<file path="src/rtl/uart_row_loader_pkg.sv">
// ============================================================================
// Module   : uart_row_loader_pkg
// Brief    : Shared ASCII constants, error codes and parser states for the
//            UART row loader and its transmit-side counterpart.
// Revision : 1.0 - initial release
// ============================================================================
`default_nettype none

package uart_row_loader_pkg;

    localparam logic [7:0] c_CHAR_0  = 8'h30;
    localparam logic [7:0] c_CHAR_1  = 8'h31;
    localparam logic [7:0] c_CHAR_LF = 8'h0A;
    localparam logic [7:0] c_CHAR_CR = 8'h0D;

    typedef enum logic [1:0] {
        ERR_NONE    = 2'd0,
        ERR_ILLEGAL = 2'd1,
        ERR_SHORT   = 2'd2,
        ERR_LONG    = 2'd3
    } err_code_t;

    typedef enum logic [1:0] {
        ST_ROW     = 2'd0,
        ST_EOL     = 2'd1,
        ST_DISCARD = 2'd2
    } state_t;

    function automatic logic is_bit_char(input logic [7:0] b);
        return (b == c_CHAR_0) || (b == c_CHAR_1);
    endfunction

endpackage

`default_nettype wire

</file>
<file path="src/rtl/uart_row_loader.sv">
// ============================================================================
// Module   : uart_row_loader
// Brief    : Parses ASCII '0'/'1' rows from uartRx and writes each completed
//            row to the worker row-write port; sticky error reporting.
// Revision : 1.0 - initial release
// ============================================================================
`default_nettype none

module uart_row_loader
    import uart_row_loader_pkg::*;
#(
    parameter int N = 14,
    parameter int M = 140
) (
    input  logic                     clk,
    input  logic                     reset,
    input  logic [7:0]               rx_data,
    input  logic                     rx_valid,
    input  logic                     clear_err,
    output logic                     row_wr_en,
    output logic [$clog2(N+1)-1:0]   row_wr_addr,
    output logic [M:0]               row_wr_data,
    output logic                     load_done,
    output logic                     busy,
    output logic                     err,
    output logic [1:0]               err_code
);

    localparam int ADDR_W = $clog2(N + 1);
    localparam int CNT_W  = $clog2(M + 2);

    localparam logic [ADDR_W-1:0] c_LAST_ROW  = ADDR_W'(N - 1);
    localparam logic [CNT_W-1:0]  c_LAST_CHAR = CNT_W'(M);

    state_t              r_state;
    logic [CNT_W-1:0]    r_count;
    logic [ADDR_W-1:0]   r_rowIdx;
    logic [M:0]          r_shift;
    logic                r_err;
    err_code_t           r_errCode;
    logic                r_wrEn;
    logic                r_loadDone;
    logic [ADDR_W-1:0]   r_wrAddr;
    logic [M:0]          r_wrData;

    logic                w_take;
    logic                w_isBit;
    logic                w_isLf;
    logic                w_errRaise;
    err_code_t           w_errCode;

    // Carriage returns are invisible to the parser so CRLF and LF text both load.
    always_comb begin
        w_take     = rx_valid && (rx_data != c_CHAR_CR);
        w_isBit    = is_bit_char(rx_data);
        w_isLf     = (rx_data == c_CHAR_LF);
        w_errRaise = 1'b0;
        w_errCode  = ERR_NONE;
        if (w_take) begin
            case (r_state)
                ST_ROW: begin
                    if (w_isLf && (r_count != '0)) begin
                        w_errRaise = 1'b1;
                        w_errCode  = ERR_SHORT;
                    end else if (!w_isBit && !w_isLf) begin
                        w_errRaise = 1'b1;
                        w_errCode  = ERR_ILLEGAL;
                    end
                end
                ST_EOL: begin
                    if (w_isBit) begin
                        w_errRaise = 1'b1;
                        w_errCode  = ERR_LONG;
                    end else if (!w_isLf) begin
                        w_errRaise = 1'b1;
                        w_errCode  = ERR_ILLEGAL;
                    end
                end
                default: ;
            endcase
        end
    end

    always_ff @(posedge clk or posedge reset) begin
        if (reset) begin
            r_state    <= ST_ROW;
            r_count    <= '0;
            r_rowIdx   <= '0;
            r_shift    <= '0;
            r_err      <= 1'b0;
            r_errCode  <= ERR_NONE;
            r_wrEn     <= 1'b0;
            r_loadDone <= 1'b0;
            r_wrAddr   <= '0;
            r_wrData   <= '0;
        end else begin
            r_wrEn     <= 1'b0;
            r_loadDone <= 1'b0;

            // A fresh error in the same cycle as clear_err takes precedence.
            if (clear_err) begin
                r_err     <= 1'b0;
                r_errCode <= ERR_NONE;
            end
            if (w_errRaise) begin
                r_err <= 1'b1;
                if (!r_err || clear_err) begin
                    r_errCode <= w_errCode;
                end
            end

            if (w_take) begin
                case (r_state)
                    ST_ROW: begin
                        if (w_isBit) begin
                            r_shift <= {r_shift[M-1:0], rx_data[0]};
                            r_count <= r_count + 1'b1;
                            if (r_count == c_LAST_CHAR) begin
                                r_state <= ST_EOL;
                            end
                        end else if (w_isLf) begin
                            // Short row: the line already ended, so restart the frame here.
                            if (r_count != '0) begin
                                r_count  <= '0;
                                r_rowIdx <= '0;
                                r_shift  <= '0;
                            end
                        end else begin
                            r_state <= ST_DISCARD;
                        end
                    end
                    ST_EOL: begin
                        if (w_isLf) begin
                            r_wrEn   <= 1'b1;
                            r_wrAddr <= r_rowIdx;
                            r_wrData <= r_shift;
                            r_count  <= '0;
                            r_state  <= ST_ROW;
                            if (r_rowIdx == c_LAST_ROW) begin
                                r_loadDone <= 1'b1;
                                r_rowIdx   <= '0;
                            end else begin
                                r_rowIdx <= r_rowIdx + 1'b1;
                            end
                        end else begin
                            r_state <= ST_DISCARD;
                        end
                    end
                    ST_DISCARD: begin
                        if (w_isLf) begin
                            r_state  <= ST_ROW;
                            r_count  <= '0;
                            r_rowIdx <= '0;
                            r_shift  <= '0;
                        end
                    end
                    default: r_state <= ST_ROW;
                endcase
            end
        end
    end

    assign row_wr_en   = r_wrEn;
    assign row_wr_addr = r_wrAddr;
    assign row_wr_data = r_wrData;
    assign load_done   = r_loadDone;
    assign err         = r_err;
    assign err_code    = r_errCode;
    assign busy        = (r_rowIdx != '0) || (r_count != '0) || (r_state != ST_ROW);

endmodule

`default_nettype wire

</file>
<file path="config.mk">
export PLATFORM = sky130hd
export DESIGN_NAME = uart_row_loader
export DESIGN_NICKNAME = d
export VERILOG_FILES = /design/src/rtl/uart_row_loader_pkg.sv /design/src/rtl/uart_row_loader.sv
export SDC_FILE = /design/constraint.sdc
export NUM_CORES = 1
export LEC_CHECK = 0
export ABC_AREA = 1
export CORE_ASPECT_RATIO = 0.6
export CORE_MARGIN = 1.5
export CORE_UTILIZATION = 45
export DETAILED_ROUTE_END_ITERATION = 6
export HOLD_SLACK_MARGIN = 0.06
export PLACE_DENSITY = 0.7
export SYNTH_ARGS = -nofsm -noshare
export SYNTH_HDL_FRONTEND = slang
export SYNTH_SLANG_ARGS = --single-unit
</file>
<file path="constraint.sdc">
create_clock -name clk -period 11.65 [get_ports clk]
set_clock_uncertainty 0.05 [all_clocks]
set_input_delay 1.7475 -clock clk [delete_from_list [all_inputs] [get_ports clk]]
set_output_delay 1.7475 -clock clk [all_outputs]
set_load 0.02 [all_outputs]
</file>
==> results of run 1 <==
[flip-flops by register name, summed over array words and instances, names as in the netlist]
register and cells:
r_count 8, r_shift 141, load_done 1, err 1, r_state 2, row_wr_data 141, row_wr_addr 4, r_rowIdx 4
row_wr_en 1, err_code 2
[path summary, 6_finish.rpt]
| path | slack [ns] | to | startpoint |
|---|---|---|---|
| min in group asynchronous | 1.80 | row_wr_data[0] | reset |
| max in group asynchronous | 8.12 | r_shift[55] | reset |
| max | 7.24 | r_shift[109] | rx_data[7] |
| max reg2reg | 8.13 | r_shift[109] | r_state[0] |
| min reg2reg | 0.43 | row_wr_data[40] | row_wr_data[40] |
| min | 0.43 | row_wr_data[40] | row_wr_data[40] |
[where the power goes]
part	leakage, nW	switching, mW	internal (mW)
combinational	2.66	0.162	0.0399
clock	0.475	0.397	0.556
sequential	4.26	0.00302	1.06
[routing by layer]
metal	vias up	share of wire	track usage
li1	4706	-	-
met1	4503	0.51	0.293
met2	208	0.42	0.276
met3	31	0.055	0.0388
met4	0	0.013	0.0312
met5	-	0	0
[through the flow]
stage	hold slack, ns	cell area [um2]	cells	power (mW)	utilization
after floorplan	0.392	12900	1431	1.30	-
after global placement	0.410	14500	1888	1.28	0.519
after detailed placement	0.414	14500	1888	1.29	0.519
after CTS	0.431	15400	1938	2.25	0.553
after global routing	0.443	15400	1938	2.31	0.553
final	0.427	15400	1938	2.22	0.553
[cell type report]
class | count | area share
flip-flops and latches | 305 | 0.495
well taps | 367 | 0.0298
multi-input cells | 1014 | 0.296
clock inverters | 8 | 0.00625
clock buffers | 42 | 0.0560
inverters | 32 | 0.00860
repair buffers | 170 | 0.109
[cells in the mapped netlist (all sizes together)]
library cell | instances | area (um2)
nor3 | 2 | 10.0
nor2 | 35 | 194
o211ai | 1 | 7.51
buf | 71 | 587
a21o | 1 | 7.51
nand2 | 776 | 2940
o21ai | 153 | 1060
ha | 8 | 100
a21oi | 5 | 25.0
nand4 | 8 | 50.1
or2 | 1 | 6.26
nand3b | 1 | 7.51
xor2 | 3 | 26.3
inv | 32 | 123
clkbuf | 9 | 33.8
dfrtp | 305 | 7630
nand3 | 19 | 113
xnor2 | 1 | 8.76
[critical path, cell delays in order]
cell	delay (ns)
sky130_fd_sc_hd__clkdlybuf4s50_1	0.45
sky130_fd_sc_hd__nor2_4	0.16
sky130_fd_sc_hd__nand2_4	0.09
sky130_fd_sc_hd__inv_2	0.07
sky130_fd_sc_hd__nand2_2	0.07
sky130_fd_sc_hd__nand2_4	0.10
sky130_fd_sc_hd__nor2_2	0.07
sky130_fd_sc_hd__nand3_4	0.69
sky130_fd_sc_hd__buf_4	0.99
sky130_fd_sc_hd__nand2_1	0.20
sky130_fd_sc_hd__o21ai_2	0.12
[kinds of logic after synthesis]
logic type | count (synthesis) | share of synthesized area
and+or+nand+nor | 842 | 0.257
DFF | 305 | 0.590
AOI/OAI and AO/OA | 160 | 0.0850
buffers and inverters | 112 | 0.0575
adders and majority gates | 8 | 0.00774
xor gates and xnor gates | 4 | 0.00271
==> summary.md, run 1 <==
| Metric | Value |
|---|---|
| Status | `complete, no violations` |
| Initial antenna violation count | `0` |
| Antenna diode count | `0` |
| Net count of the mapped netlist | `approximately 1500` |
| CTS tree | `done` |
| Relative slew slack | `0.259` |
| Final routed wirelength across all metal layers | `roughly 28000 um` |
| Setup ws final | `approximately 7.2 ns` |
| First-pass DRT Iterations | `6` |
| Clock net sink count | `about 300` |
| Largest net degree at the start of global routing | `between 150 and 200` |
| Max Clk Rate | `~230 MHz` |
| Layout fillers | `2526` |
| Number of warnings printed during yosys synthesis | `0` |
| Dpl ws | `6.67 ns` |
| R2R cell count | `9` |
| Max rail drop VDD | `approximately 0.00011 V` |
| Footprint of the multi-input gates | `4560 um2` |
| Kind of launch point of the worst setup path | `input port` |
| Latest clock arrival within the worst-skew pair | `around 0.55 ns` |
| Max-slew violations | `0` |
| Most frequent cells in the layout | `sky130_fd_sc_hd__nand2_1, sky130_fd_sc_hd__dfrtp_1, sky130_fd_sc_hd__clkdlybuf4s50_1` |
| Global Route Usage Sum | `0.189` |
| Post-CTS clock slew at the launch and capture registers of the worst setup and hold paths | `~0.060 ns` |
| Die Span Y | `approximately 130 um` |
| Number of global-route vias before repair | `8840` |
| Root buffer cell | `sky130_fd_sc_hd__clkbuf_16` |
| # IOs | `between 150 and 200` |
| Setup CP Type | `in2reg` |
| Critical path capture point type | `flip-flop` |
| Number of antenna-violating nets in the routed design | `0` |
| Number of DRC markers in iteration 0 | `about 800` |
| Leakage power of the design | `~7.4 nW` |
| Initial standard-cell utilization of the core | `0.464` |
| Layout area overhead | `19.3%` |
| Core Footprint | `approximately 28000 um2` |
| Postcts setup bufs | `0` |
| Count of state elements after synthesis | `just over 300` |
| CTS resizes | `0` |
| Worst min path class | `reg2reg` |
| Number of hold buffers added after CTS | `0` |
| Slew at the pin closest to its max-slew limit | `~1.1 ns` |
| Data arrival time of the critical path | `slightly below 5 ns` |
| Number of hold violations in the final report | `0` |
| Sequential-to-total area share from yosys stat | `0.590` |
| Final GP Congestion | `0.830` |
| Max Fanout on Critical Path | `100` |
| Avg Synthesized Cell Area | `approximately 9.0 um2` |
| Total area of sequential cells | `between 7000 and 8000 um2` |
| Hold Path Cell Cnt | `2` |
| Number of failing setup endpoints in the final timing report | `0` |
| Die Area | `a little under 30000 um2` |
| Fraction of final layout cells sized beyond drive strength 1 | `0.0968` |
| Tcrit/Tclk final | `0.379` |
| Total gr overflow | `0` |
| Post-layout min period | `between 4 and 5 ns` |
| Dpl hpwl | `roughly 17000 um` |
| Aggregate negative setup slack | `0 ns` |
| H-tree depth | `1` |
| Num CTS Buffers | `29` |
| Total via count after detailed routing | `9448` |
| DRC violation count after routing | `0` |
| Leading cell type in the layout, fill and taps excluded | `sky130_fd_sc_hd__nand2_1` |
| Port buffer count | `162` |
| Number of violations of the max-capacitance limit | `0` |
| Setup repair after global routing missed its margin | `false` |
| CTS Buffer Depth | `3` |
| Library cells used by synthesis | `32` |
| Power density of the placed cells | `between 100 and 150 nW/um2` |
| Global-route wire length before repair | `46500 um` |
| Count of mapped cells out of synthesis | `approximately 1400` |
| Die Span X | `between 200 and 250 um` |
| Number of nets at the end of the flow | `between 1500 and 2000` |
| Required time at the worst-slack endpoint | `~12 ns` |
| # rows | `47` |
| Mapped cell area | `12900 um2` |
| Avg Vias per Cell | `approximately 4.9` |
| WL/cell | `approximately 14 um` |
Note: power is estimated with default switching activity, not from simulation.
==> run 2: changes to the inputs <==
--- a/config.mk
+++ b/config.mk
@@ -11,7 +11,7 @@
 export CORE_UTILIZATION = 45
 export DETAILED_ROUTE_END_ITERATION = 6
 export HOLD_SLACK_MARGIN = 0.06
-export PLACE_DENSITY = 0.7
+export PLACE_DENSITY = 0.73
 export SYNTH_ARGS = -nofsm -noshare
 export SYNTH_HDL_FRONTEND = slang
 export SYNTH_SLANG_ARGS = --single-unit
==> constraint.sdc (replaced) <==
create_clock -name clk -period 3.9 [get_ports clk]
set_clock_uncertainty 0.05 [all_clocks]
set_input_delay 0.585 -clock clk [delete_from_list [all_inputs] [get_ports clk]]
set_output_delay 0.585 -clock clk [all_outputs]
set_load 0.02 [all_outputs]
==> summary.md, run 2 (synthesis gave the netlist of run 1 again) <==
| Metric | Value |
|---|---|
| Met3 usage in global routing | `0.0372` |
| Max-slew violations | `0` |
| Initial antenna violation count | `0` |
| Setup CP Type | `reg2out` |
| Number of global-route vias before repair | `about 9200` |
| Post-CTS clock slew at the launch and capture registers of the worst setup and hold paths | `0.07 ns` |
| CTS resizes | `0` |
| # rows | `47` |
| Global Route Usage Sum | `0.187` |
| Power density of the placed cells | `433 nW/um2` |
| R2R cell count | `9` |
| Cell at the slowest stage of the critical path | `sky130_fd_sc_hd__clkdlybuf4s50_1` |
| Final routed wirelength across all metal layers | `~28000 um` |
| Root buffer cell | `sky130_fd_sc_hd__clkbuf_16` |
| Max Clk Rate | `336 MHz` |
| Tcrit/Tclk final | `0.762` |
| Fraction of final layout cells sized beyond drive strength 1 | `0.103` |
| Antenna diode count | `0` |
| Leakage power of the design | `approximately 7.5 nW` |
| Number of hold buffers added after CTS | `0` |
| Number of violations of the max-capacitance limit | `0` |
| Die Span X | `approximately 220 um` |
| Critical path capture point type | `output pin` |
| Kind of launch point of the worst setup path | `flip-flop` |
| Latest clock arrival within the worst-skew pair | `between 0.5 and 0.6 ns` |
| Avg Vias per Cell | `4.92` |
| Worst path most repeated cell | `sky130_fd_sc_hd__inv_1` |
| Largest net degree at the start of global routing | `150` |
| Aggregate negative setup slack | `0 ns` |
| Port buffer count | `162` |
| Max rail drop VDD | `about 0.00034 V` |
| Status | `complete, no violations` |
| CTS Buffer Depth | `3` |
| Post-route worst hold slack | `0.393 ns` |
| Clock net sink count | `around 300` |
| Relative slew slack | `0.450` |
| Dpl ws | `approximately 0.86 ns` |
| Total gr overflow | `0` |
| Post-layout min period | `~3.0 ns` |
| Worst min path class | `in2async` |
| Die Span Y | `roughly 130 um` |
| Die Area | `29800 um2` |
| Area of placed instances | `approximately 15000 um2` |
| Slew at the pin closest to its max-slew limit | `0.825 ns` |
| Longest individual stage delay on the worst path | `roughly 0.56 ns` |
| Worst R2R End | `r_shift[30]` |
| Layout fillers | `between 2000 and 2500` |
| Data arrival time of the critical path | `approximately 2.3 ns` |
| Leading cell type in the layout, fill and taps excluded | `sky130_fd_sc_hd__nand2_1` |
| Final GP Congestion | `approximately 0.84` |
| Number of hold violations in the final report | `0` |
| Total via count after detailed routing | `around 9600` |
| Number of antenna-violating nets in the routed design | `0` |
| Number of failing setup endpoints in the final timing report | `0` |
| Number of DRC markers in iteration 0 | `between 800 and 900` |
| Total power | `6.79 mW` |
| Global-route met1 utilization | `0.281` |
| DRC violation count after routing | `0` |
| Setup repair after global routing missed its margin | `false` |
| Number of nets at the end of the flow | `1585` |
| Routing usage on met2 | `0.284` |
| R2r setup slk | `1.36 ns` |
| Max Fanout on Critical Path | `8` |
| Num CTS Buffers | `28` |
| Initial standard-cell utilization of the core | `0.464` |
| Dpl hpwl | `17200 um` |
| Required time at the worst-slack endpoint | `between 3 and 4 ns` |
| WL/cell | `14.2 um` |
| CTS tree | `done` |
| Final non-filler cell area | `15700 um2` |
| Setup ws final | `~0.93 ns` |
| Layout area overhead | `21.2%` |
| Worst reg2reg path startpoint | `r_state[0]` |
| Most frequent cells in the layout | `sky130_fd_sc_hd__nand2_1, sky130_fd_sc_hd__dfrtp_1, sky130_fd_sc_hd__clkdlybuf4s50_1` |
| First-pass DRT Iterations | `5` |
| Global-route wire length before repair | `~46000 um` |
| CP cell instances | `inv_1 -> ha_1 -> inv_1 -> nor2_1 -> nand4_1 -> clkdlybuf4s50_1` |
| Postcts setup bufs | `0` |
| Core Footprint | `roughly 28000 um2` |
| H-tree depth | `1` |
| # IOs | `163` |
| Highest-utilization routing layer at the global route stage | `met2` |
-- run 2: cell count changes in the layout (fill, tap and decap cells not counted), sizes merged --
cell    before  now
buf          8   22
bufinv       2    4
clkbuf      42   43
clkinv       4    3
inv         33   32
-- run 2: how the worst max path moves through the flow --
stage               startpoint  slack (ns)  depth (start not counted)          end
global placement    rx_data[0]        0.94                         10  r_shift[22]
CTS                 r_state[1]        0.92                          6         busy
floorplan                reset       -0.79                          1          err
global route        r_state[0]        0.76                          6         busy
detailed placement  rx_data[7]        0.86                         10  r_shift[30]
finish              r_state[0]        0.93                          6         busy
-- run 2: critical path, delay by kind of cell, from the launching register on --
family,cells,cell delay [ns]
buf+inv,3,0.83
simple gates,2,0.24
fa+ha+maj,1,0.33
flops,1,0.40
-- run 2: power by group --
group / switching [mW] / total (mW) / internal, mW / leakage, nW
logic: 0.493 / 0.669 / 0.176 / 2.77
registers: 0.0104 / 3.19 / 3.18 / 4.26
clock network: 1.19 / 2.93 / 1.75 / 0.484
total: 1.69 / 6.79 / 5.10 / 7.51
-- run 2: through the flow --
step            util  std cells
5_1_grt        0.562       1953
2_1_floorplan      -       1431
3_3_place_gp   0.527       1902
6_report       0.562       1953
3_5_place_dp   0.527       1902
4_1_cts        0.562       1953
-- run 2: area by class of cell --
class	count	area [um2]	share of cell area
clock inverter	8	150	0.00958
inverter	32	129	0.00823
multi-input combinational	1014	4560	0.291
clock buffer	43	838	0.0535
tap	367	459	0.0293
sequential	305	7630	0.487
timing repair buffer	184	1900	0.121
-- run 2: routing by layer --
metal | part of all wire | up-vias
met5 | 0 | -
met1 | 0.50 | 4648
met3 | 0.049 | 28
met4 | 0.015 | 0
li1 | - | 4722
met2 | 0.44 | 201
==> run 3: changes to the inputs <==
--- a/config.mk
+++ b/config.mk
@@ -11,7 +11,7 @@
 export CORE_UTILIZATION = 45
 export DETAILED_ROUTE_END_ITERATION = 6
 export HOLD_SLACK_MARGIN = 0.06
-export PLACE_DENSITY = 0.73
+export PLACE_DENSITY = 0.7
 export SYNTH_ARGS = -nofsm -noshare
 export SYNTH_HDL_FRONTEND = slang
 export SYNTH_SLANG_ARGS = --single-unit
==> constraint.sdc (replaced) <==
create_clock -name clk -period 3.1 [get_ports clk]
set_clock_uncertainty 0.05 [all_clocks]
set_input_delay 0.465 -clock clk [delete_from_list [all_inputs] [get_ports clk]]
set_output_delay 0.465 -clock clk [all_outputs]
set_load 0.02 [all_outputs]
==> summary.md, run 3 (synthesis gave the netlist of run 1 again) <==
| Metric | Value |
|---|---|
| Required time at the worst-slack endpoint | `2.58 ns` |
| Core Footprint | `about 28000 um2` |
| Total via count after detailed routing | `between 9000 and 10000` |
| Global-route met1 utilization | `0.281` |
| Final GP Congestion | `roughly 0.86` |
| Switching power of the nets | `2.17 mW` |
| Largest net degree at the start of global routing | `150` |
| First-pass DRT Iterations | `4` |
| Number of global-route vias before repair | `just over 9000` |
| Initial antenna violation count | `0` |
| Data arrival time of the critical path | `between 2 and 2.5 ns` |
| # rows | `47` |
| Critical path capture point type | `output pin` |
| R2R cell count | `9` |
| Initial standard-cell utilization of the core | `0.464` |
| Status | `complete, no violations` |
| CTS resizes | `0` |
| Slew at the pin closest to its max-slew limit | `0.874 ns` |
| CTS tree | `done` |
| Max Fanout on Critical Path | `8` |
| Number of hold violations in the final report | `0` |
| Number of violations of the max-capacitance limit | `0` |
| Post-layout min period | `between 2 and 3 ns` |
| Num CTS Buffers | `29` |
| Latest clock arrival within the worst-skew pair | `around 0.56 ns` |
| H-tree depth | `1` |
| Aggregate negative setup slack | `0 ns` |
| Number of DRC markers in iteration 0 | `around 850` |
| Met3 usage in global routing | `0.0381` |
| Max-slew violations | `0` |
| Clock net sink count | `slightly above 300` |
| Worst min path class | `in2async` |
| Global-route wire length before repair | `between 40000 and 50000 um` |
| Number of antenna-violating nets in the routed design | `0` |
| DRC violation count after routing | `0` |
| Design internal power | `between 6 and 7 mW` |
| Antenna diode count | `0` |
| Die Area | `between 20000 and 30000 um2` |
| # IOs | `~160` |
| Relative slew slack | `0.418` |
| Leading cell type in the layout, fill and taps excluded | `sky130_fd_sc_hd__nand2_1` |
| Tcrit/Tclk final | `0.928` |
| Die Span X | `about 220 um` |
| Dpl hpwl | `between 15000 and 20000 um` |
| Final routed wirelength across all metal layers | `between 20000 and 30000 um` |
| Final non-filler cell area | `about 16000 um2` |
| Area of placed instances | `~15000 um2` |
| Root buffer cell | `sky130_fd_sc_hd__clkbuf_16` |
| Routing usage on met2 | `0.277` |
| Total power | `8.64 mW` |
| Number of nets at the end of the flow | `about 1600` |
| Max Clk Rate | `348 MHz` |
| Most frequent cells in the layout | `sky130_fd_sc_hd__nand2_1, sky130_fd_sc_hd__dfrtp_1, sky130_fd_sc_hd__clkdlybuf4s50_1` |
| Part of the power in registers | `0.464` |
| Number of hold buffers added after CTS | `0` |
| Post-CTS clock slew at the launch and capture registers of the worst setup and hold paths | `around 0.07 ns` |
| Setup CP Type | `reg2out` |
| Kind of launch point of the worst setup path | `flip-flop` |
| Power density of the placed cells | `roughly 550 nW/um2` |
| Switching fraction of total power | `0.251` |
| Highest-utilization routing layer at the global route stage | `met1` |
| Leakage power of the design | `7.53 nW` |
| Avg Vias per Cell | `just under 5` |
| Comb pwr share | `0.094` |
| Setup repair after global routing missed its margin | `false` |
| Port buffer count | `162` |
| Global Route Usage Sum | `0.185` |
| Total gr overflow | `0` |
| Layout area overhead | `21.6%` |
| CTS Buffer Depth | `3` |
| Part of the total power dissipated in the clock network | `0.442` |
| Max rail drop VDD | `0.000355 V` |
| Number of failing setup endpoints in the final timing report | `0` |
| Postcts setup bufs | `0` |
| WL/cell | `between 10 and 15 um` |
| Die Span Y | `~130 um` |
| Fraction of final layout cells sized beyond drive strength 1 | `0.104` |
## run 3: changes by cell type in the layout (fill, tap and decap cells not counted), sizes merged
cell / change
clkinv: +8
buf: -7
clkbuf: -6
bufinv: +1
## run 3: layout make-up
cell class                 count  area, um2
clock buffer                  37        816
clock inverter                17        221
fill                        2426      12200
inverter                      32        129
multi-input combinational   1014       4560
sequential                   305       7630
tap                          367        459
timing repair buffer         177       1900
## run 3: worst max-delay path, stage by stage, from the launching register on
cell	delay (ns)
sky130_fd_sc_hd__dfrtp_1	0.41
sky130_fd_sc_hd__inv_1	0.09
sky130_fd_sc_hd__ha_1	0.32
sky130_fd_sc_hd__inv_1	0.19
sky130_fd_sc_hd__nor2_1	0.12
sky130_fd_sc_hd__nand4_1	0.12
sky130_fd_sc_hd__clkdlybuf4s50_1	0.57
## run 3: metrics by stage
step	util	hold WS (ns)	instances	setup WS, ns
after floorplan	-	0.392	1431	-1.47
after CTS	0.564	0.267	1949	0.220
after global routing	0.564	0.310	1949	0.0155
final	0.564	0.272	1949	0.223
after global placement	0.527	0.410	1895	0.569
after detailed placement	0.527	0.414	1895	0.516
## run 3: worst paths after layout
kind | startpoint | slack, ns | to
worst max-delay path | r_state[0] | 0.22 | busy
worst min-delay path | reset | 0.27 | row_wr_data[137]
worst max register to register | r_state[0] | 0.75 | r_shift[34]
worst min register to register | row_wr_data[17] | 0.43 | row_wr_data[17]
max in group asynchronous | reset | 1.89 | r_shift[92]
min in group clk | row_wr_data[17] | 0.43 | row_wr_data[17]
## run 3: power groups by stage
stage	clock, mW	sequential [mW]	combinational, mW
5_1_grt	4.06	4.01	0.906
3_3_place_gp	0	4.08	0.810
4_1_cts	3.92	4.01	0.819
3_5_place_dp	0	4.08	0.816
6_report	3.82	4.01	0.816
2_1_floorplan	0	4.10	0.778
## run 3: routing by layer
layer | up-vias | wire, um
met5 | - | 0
li1 | 4713 | -
met3 | 32 | 1480
met1 | 4560 | 13700
met2 | 206 | 11700
met4 | 0 | 382
